[config.mk]
export PLATFORM = sky130hd
export DESIGN_NAME = draw_scheduler
export DESIGN_NICKNAME = d
export VERILOG_FILES = /design/src/rtl/draw_scheduler.sv
export SDC_FILE = /design/constraint.sdc
export NUM_CORES = 1
export LEC_CHECK = 0
export BUFFER_PORTS_ARGS = -buffer_cell sky130_fd_sc_hd__buf_2
export CAP_MARGIN = 10
export CORE_MARGIN = 2
export CORE_UTILIZATION = 47
export DETAILED_ROUTE_END_ITERATION = 8
export GPL_TIMING_DRIVEN = 0
export HOLD_SLACK_MARGIN = 0.12
export MAX_ROUTING_LAYER = met4
export PLACE_DENSITY = 0.78
export SYNTH_ARGS = -nofsm -noshare
export SYNTH_HDL_FRONTEND = slang
export SYNTH_SLANG_ARGS = --single-unit
[constraint.sdc]
create_clock -name clk -period 1.8 [get_ports clk]
set_clock_uncertainty 0.15 [all_clocks]
set_input_delay 0.36 -clock clk [delete_from_list [all_inputs] [get_ports clk]]
set_output_delay 0.36 -clock clk [all_outputs]
set_load 0.02 [all_outputs]
[src/rtl/draw_scheduler.sv]
// rtl/draw_scheduler.sv - round-robin arbiter sharing the VGA write port between three box requesters
module draw_scheduler #(
  parameter int         BOX_W     = 4,
  parameter int         BOX_H     = 4,
  parameter logic [2:0] BG_COLOUR = 3'b000
) (
  input  logic        clk,
  input  logic        reset_n,
  input  logic [2:0]  req,
  input  logic [2:0]  req_erase,
  input  logic [23:0] req_x,
  input  logic [20:0] req_y,
  input  logic [8:0]  req_colour,
  output logic [2:0]  grant,
  output logic [2:0]  done,
  output logic        busy,
  output logic [7:0]  vga_x,
  output logic [6:0]  vga_y,
  output logic [2:0]  vga_colour,
  output logic        vga_plot
);

  typedef enum logic [1:0] {IDLE, LOAD, PLOT, DONE} state_t;

  localparam logic [3:0] LAST_X = 4'(BOX_W - 1);
  localparam logic [3:0] LAST_Y = 4'(BOX_H - 1);

  state_t     state;
  logic [1:0] ptr;
  logic [1:0] winner;
  logic [7:0] base_x;
  logic [6:0] base_y;
  logic [2:0] job_colour;
  logic [3:0] cx;
  logic [3:0] cy;

  logic [1:0] p0, p1, p2, pick;
  logic [7:0] sel_x;
  logic [6:0] sel_y;
  logic [2:0] sel_colour;
  logic       sel_erase;
  logic [8:0] sum_x;
  logic [7:0] sum_y;

  function automatic logic [1:0] inc3(input logic [1:0] v);
    return (v == 2'd2) ? 2'd0 : v + 2'd1;
  endfunction

  // Search order starts at ptr so the last-served requester goes to the back.
  always_comb begin
    p0   = ptr;
    p1   = inc3(p0);
    p2   = inc3(p1);
    pick = req[p0] ? p0 : (req[p1] ? p1 : p2);
  end

  always_comb begin
    sel_x      = req_x[7:0];
    sel_y      = req_y[6:0];
    sel_colour = req_colour[2:0];
    sel_erase  = req_erase[0];
    case (winner)
      2'd1: begin
        sel_x      = req_x[15:8];
        sel_y      = req_y[13:7];
        sel_colour = req_colour[5:3];
        sel_erase  = req_erase[1];
      end
      2'd2: begin
        sel_x      = req_x[23:16];
        sel_y      = req_y[20:14];
        sel_colour = req_colour[8:6];
        sel_erase  = req_erase[2];
      end
      default: ;
    endcase
  end

  assign sum_x = {1'b0, base_x} + {5'd0, cx};
  assign sum_y = {1'b0, base_y} + {4'd0, cy};

  always_ff @(posedge clk) begin
    if (!reset_n) begin
      state      <= IDLE;
      ptr        <= 2'd0;
      winner     <= 2'd0;
      grant      <= 3'b000;
      done       <= 3'b000;
      busy       <= 1'b0;
      base_x     <= 8'd0;
      base_y     <= 7'd0;
      job_colour <= 3'b000;
      cx         <= 4'd0;
      cy         <= 4'd0;
      vga_x      <= 8'd0;
      vga_y      <= 7'd0;
      vga_colour <= 3'b000;
      vga_plot   <= 1'b0;
    end else begin
      done     <= 3'b000;
      vga_plot <= 1'b0;
      case (state)
        IDLE: begin
          grant <= 3'b000;
          if (|req) begin
            winner <= pick;
            grant  <= 3'b001 << pick;
            busy   <= 1'b1;
            state  <= LOAD;
          end
        end
        LOAD: begin
          base_x     <= sel_x;
          base_y     <= sel_y;
          job_colour <= sel_erase ? BG_COLOUR : sel_colour;
          cx         <= 4'd0;
          cy         <= 4'd0;
          state      <= PLOT;
        end
        PLOT: begin
          // Off-screen pixels still take their cycle so job length stays fixed.
          vga_x      <= sum_x[7:0];
          vga_y      <= sum_y[6:0];
          vga_colour <= job_colour;
          vga_plot   <= (sum_x <= 9'd159) && (sum_y <= 8'd119);
          if (cx == LAST_X) begin
            cx <= 4'd0;
            if (cy == LAST_Y) begin
              state <= DONE;
            end else begin
              cy <= cy + 4'd1;
            end
          end else begin
            cx <= cx + 4'd1;
          end
        end
        DONE: begin
          done  <= 3'b001 << winner;
          ptr   <= inc3(winner);
          busy  <= 1'b0;
          state <= IDLE;
        end
        default: state <= IDLE;
      endcase
    end
  end

endmodule

# Word-level counts from Yosys, hierarchy flattened
# Cells that the tools add are included.
# W data, S select, Z words.
[op_classes]
magnitude_cmp = 4
n_mux = 26
add_sub_neg = 7
n_shift = 2
reduce_logical = 11
eq_ne = 13
[ops]
columns = ["op", "count"]
rows = [
  ["$mux W2", 8],
  ["$pmux W4 S2", 2],
  ["$pmux W8 S2", 1],
  ["$pmux W7 S2", 1],
  ["$mux W4", 3],
  ["$eq A2 B2 Y1 const B", 5],
  ["$add A8 B4 Y9", 1],
  ["$le A9 B8 Y1 const B", 1],
  ["$add A4 B1 Y4 const B", 2],
  ["$add A7 B4 Y8", 1],
  ["$eq A4 B2 Y1 const B", 2],
  ["$le A8 B7 Y1 const B", 1],
  ["$ne A2 B2 Y1 const B", 4],
  ["$pmux W2 S4", 1],
  ["$reduce_and A2 Y1", 4],
  ["$add A2 B1 Y2 const B", 3],
  ["$lt A2 B3 Y1 const B", 2],
  ["$mux W3", 2],
  ["$pmux W3 S2", 1],
  ["$reduce_and A3 Y1", 2],
  ["$shl A1 B2 Y3 const A", 2],
  ["$bmux W1 S2", 2],
  ["$eq A2 B1 Y1 const B", 2],
  ["$pmux W1 S2", 2],
  ["other kinds (5)", 8],
]
[word_totals]
word_cells = 78
inputBits = 62
output_inout_bits = 26
regBits = 58

# Depth between registers and ports, before layout
[logic_depth]
ltp_word = 8
ltp_mapped = 8
depth_no_buf = 6

# Least setup slack after synthesis
# OpenSTA, ideal clock, no wires.
[synth_timing]
path_type = "register to register"
from = "reg cy[0]"
to = "reg vga_plot"
path_buffers = 0
synth_period_minus_slack_ps = 2007
setup_time_ps = 88
required_ps = 1562
arrival_ps = 1769
path_slack_ps = -207
stages_incl_launch_ff = 7
cell_sequence = "dfxtp_1 -> ha_1 -> fa_1 -> and3b_1 -> o221a_1 -> o2111a_1 -> nor4_2"
[synth_via]
elab_chain_cells = 3
[synth_lines]
columns = ["element", "line_no", "rtl"]
rows = [
  ["start: declaration", "35", "logic [3:0] cy;"],
  ["start signal: assignment", "131", "cy <= cy + 4'd1;"],
  ["$add A7 B4 Y8", "80", "assign sum_y = {1'b0, base_y} + {4'd0, cy};"],
  ["$le A8 B7 Y1", "125", "vga_plot <= (sum_x <= 9'd159) && (sum_y <= 8'd119);"],
  ["$logic_and A1 B1 Y1", "125", ""],
  ["end signal: assignment", "125", ""],
  ["end: declaration", "20", "output logic vga_plot"],
]
# No other way between the ends.
# A chain may end at the register's enable or synchronous reset.

# Worst setup path in the final report
# Same ends and word-level chain as after synthesis.

==> results.yml <==
run_status:
  outcome: "finished with violations"
  violations: "DRC, setup timing"
grt:
  grt_start_max_net_pins: 11
  groute.usage.overall_pct: 22.7
  grt_pass1_wl_um: 12900
  first_global_vias: 2900
  grt_overflow_total: 0
  number_of_antenna_violations_at_the_first_check_in_global_routing: 0
routing:
  vias: 3080
  wl_per_cell_um: 14.9
  drt-initial-drc-count: 185
  drc: 5
  router_iterations_before_antenna_repair: 6
  vias_per_cell: 5.56
  ant_nets: 0
  detail_route.wirelength_um: 8280
power_and_ir_drop:
  switching_share_pct: 37.2
  vdd_drop_max_uv: 738
  power_density_nw_per_um2: 1240
  post_layout_power_mw: 5.28
  cellInternalPower_mw: 3.31
  clock_power_share_pct: 24.5
  sequentialPowerShare_pct: 33.0
  power.switching_mw: 1.96
  power.share.combinational_pct: 42.5
  leakagePower_nw: 1.85
yosys:
  synth-xor-area-share_pct: 3.34
  synth_area_um2: 3150
  ys_top_cells_by_area: "dfxtp_1, mux2i_1, ha_1, nor2_1, a21oi_1"
  post-synth-top-count-cell: "dfxtp_1"
  ys_seq_area_share_pct: 36.9
  synth-simple-area-share_pct: 17.8
  synth_ff_type: "dfxtp_1"
  ys_seq_elements: 58
  total_number_of_yosys_warnings: 0
  netlist_top_cells_count: "dfxtp_1, nor2_1, a21oi_1"
  synth-adder-area-share_pct: 8.83
  synth_compound_area_share_pct: 21.3
  muxShareOfSynthArea_pct: 8.27
  mappedNetlistNets: 446
  synth_cell_types: 48
  synth.top_cell.area_share_pct: 36.9
  postSynthAreaPerCell_um2: 8.67
  main_combinational_cell_family_by_area_after_synthesis: "compound AO/OA/AOI/OAI gates"
  yosysTopAreaCell: "dfxtp_1"
  netlist_instances: 363
  async_flop_share_pct: 0
  number_of_enable_flip_flop_cells_after_synthesis: 0
placed_design:
  gp_congestion: 0.957
  dp_hpwl_um: 5910
  place.detailed.instances: 527
  dp_slack_ns: -0.281
  numPortBuffers: 87
  placedInstanceArea_um2: 3690
sta:
  worst_slew_pin_slew_ns: 0.580
  final-max-slew-violation-count: 0
  final_worst_hold_slack_ns: 0.189
  timing_hold_violations_final: 0
  rsz0062_at_grt: "yes"
  minimum_setup_slack_in_the_final_design_ns: -0.230
  totalNegativeSetupSlack_ns: -0.520
  finalSetupViolations: 4
  min_period_ns: 2.03
  clock.fmax_mhz: 493
  fin_crit_sh_pct: 113
  slew_headroom_pct: 61.3
worst_setup_path:
  timing.critical_path.fanout_max: 5
  critical_path.reg2reg.startpoint: "cy[0]"
  critical_path.startpoint_type: "flop"
  timing.critical_path.to_type: "flop"
  reg2reg_to: "vga_plot"
  data_arrival_time_at_the_worst_slack_endpoint_ns: 2.13
  setup.worst_path.class: "flop to flop"
  worst-endpoint-required_ns: 1.90
  worstRegToRegCells: 6
  reg2reg_setup_slack_ns: -0.23
min_path:
  worst_hold_startpoint: "req_colour[2]"
  holdPathEnd: "job_colour[2]"
  hold_path_depth: 3
  min-delay-path-class: "input port to flop"
clock_tree:
  clock_tree_buffer_depth: 2
  clkTransAtPathRegs_ns: 0.07
  cts-root-buf: "clkbuf_8"
  sinks_on_clock_net: 58
  tritoncts: "built"
  numCtsBuffers: 9
  ctsHtreeMaxLevel: 3
  clock_latency_ns: 0.35
die:
  x_dimension_of_the_die_um: 85.8
  row_count: 29
  floorplan.core_area_um2: 6420
  die_area_um2: 7370
  pin_count: 88
  die_h_um: 85.8
  initial_core_util_pct: 49.0
final_layout:
  syn_to_final_growth_pct: 35.5
  layout.cell_area.non_filler_um2: 4270
  area_of_the_multi_input_gates_um2: 2070
  antenna_cells_inserted: 0
  fill_cells: 510
  stdcell_count: 554
  nNetsFinal: 555
  final_layout_size_suffix_gt1_share_pct: 35.6
  finish.utilization_pct: 66.4
  layout.area.seq_um2: 1180
job:
  number_of_max_cap_violations: 0
-- placed cells by master, fill, tap and decap left out, types with 3 or more instances in the layout --
master     synthesis  routed
buf_2              7      88
nor2_1            53      49
dfxtp_1           58      48
a21oi_1           33      30
mux2i_1           26      25
nand2_1           17      17
a22oi_1           18      17
buf_4              0      16
nand3_1           11      11
nand2b_1          12      11
ha_1              19      10
clkbuf_8           0       9
clkbuf_1           9       7
o21ai_0            8       7
inv_1              8       6
ha_4               0       6
dfxtp_2            0       6
a21o_1             6       5
o21ai_1            4       5
xor2_1             5       5
a211oi_1           6       5
xnor2_1            7       5
nor3_1             5       5
o2111ai_1          5       5
dfxtp_4            0       4
a21oi_2            0       3
a211o_1            3       3
o211ai_1           3       3
buf_6              0       3
or3_1              3       3
a31oi_1            4       3
nor2_2             0       3
ha_2               0       3
-- how the worst max path moves through the flow --
| stage | startpoint | to |
|---|---|---|
| 6_report | cy[0] | vga_plot |
| 4_1_cts | cy[0] | vga_plot |
| 2_1_floorplan | cy[0] | vga_plot |
| 3_5_place_dp | winner[0] | base_x[7] |
| 3_3_place_gp | cy[0] | vga_plot |
| 5_1_grt | cy[0] | vga_plot |
-- routing by layer --
layer  routed length (um)  up-vias  track usage [%]  share of wire (%)
met5                    0        -                -                  0
met4                   92        0             6.06                1.1
met3                  403       10             5.87                4.9
met2                 4180       84             37.8                 50
met1                 3600     1454             27.5                 44
li1                     -     1532                -                  -
-- cell families (layout without fill, tap and decap cells) --
| family | Yosys count | count (layout) |
|---|---|---|
| AO/OA/AOI/OAI | 101 | 101 |
| buffers and inverters | 28 | 142 |
| adder cells (fa/ha/maj) | 21 | 21 |
| AND/OR/NAND/NOR | 117 | 117 |
| XOR/XNOR | 12 | 12 |
| flip-flops | 58 | 58 |
| multiplexers | 26 | 26 |
-- layout make-up --
type / count / area share (%)
buffer: 17 / 2.90
clock buffer: 11 / 3.08
clock inverter: 5 / 1.85
inverter: 9 / 0.968
multi-input combinational: 277 / 48.6
sequential: 58 / 27.8
tap: 77 / 2.26
timing repair buffer: 100 / 12.6
-- power groups by stage --
stage	Sequential (mW)	Combinational (mW)	Clock (mW)
after floorplan	1.80	1.35	0
after global placement	1.74	1.87	0
after detailed placement	1.75	1.92	0
after CTS	1.73	2.00	1.31
after global routing	1.77	2.48	1.35
final	1.74	2.24	1.29
-- timing repair --
action                     CTS  global route
pin swaps                   11            14
gates resized for setup     26            53
hold buffers                 0             0
setup endpoints to repair   40            40
buffers inserted             5             8
-- sequential cells by signal, summed over array words and instances (netlist names) --
name / flops
base_x: 8
base_y: 7
busy: 1
cx: 4
cy: 4
done: 3
grant: 3
job_colour: 3
p0: 2
state: 2
vga_colour: 3
vga_plot: 1
vga_x: 8
vga_y: 7
winner: 2
-- critical path, stage by stage (launching register included) --
cell      delay (ns)
dfxtp_4         0.37
ha_4            0.16
fa_2            0.33
and3b_1         0.17
o221a_1         0.23
o2111a_1        0.26
nor4_2          0.25
Power figures use the tool's default switching activity.
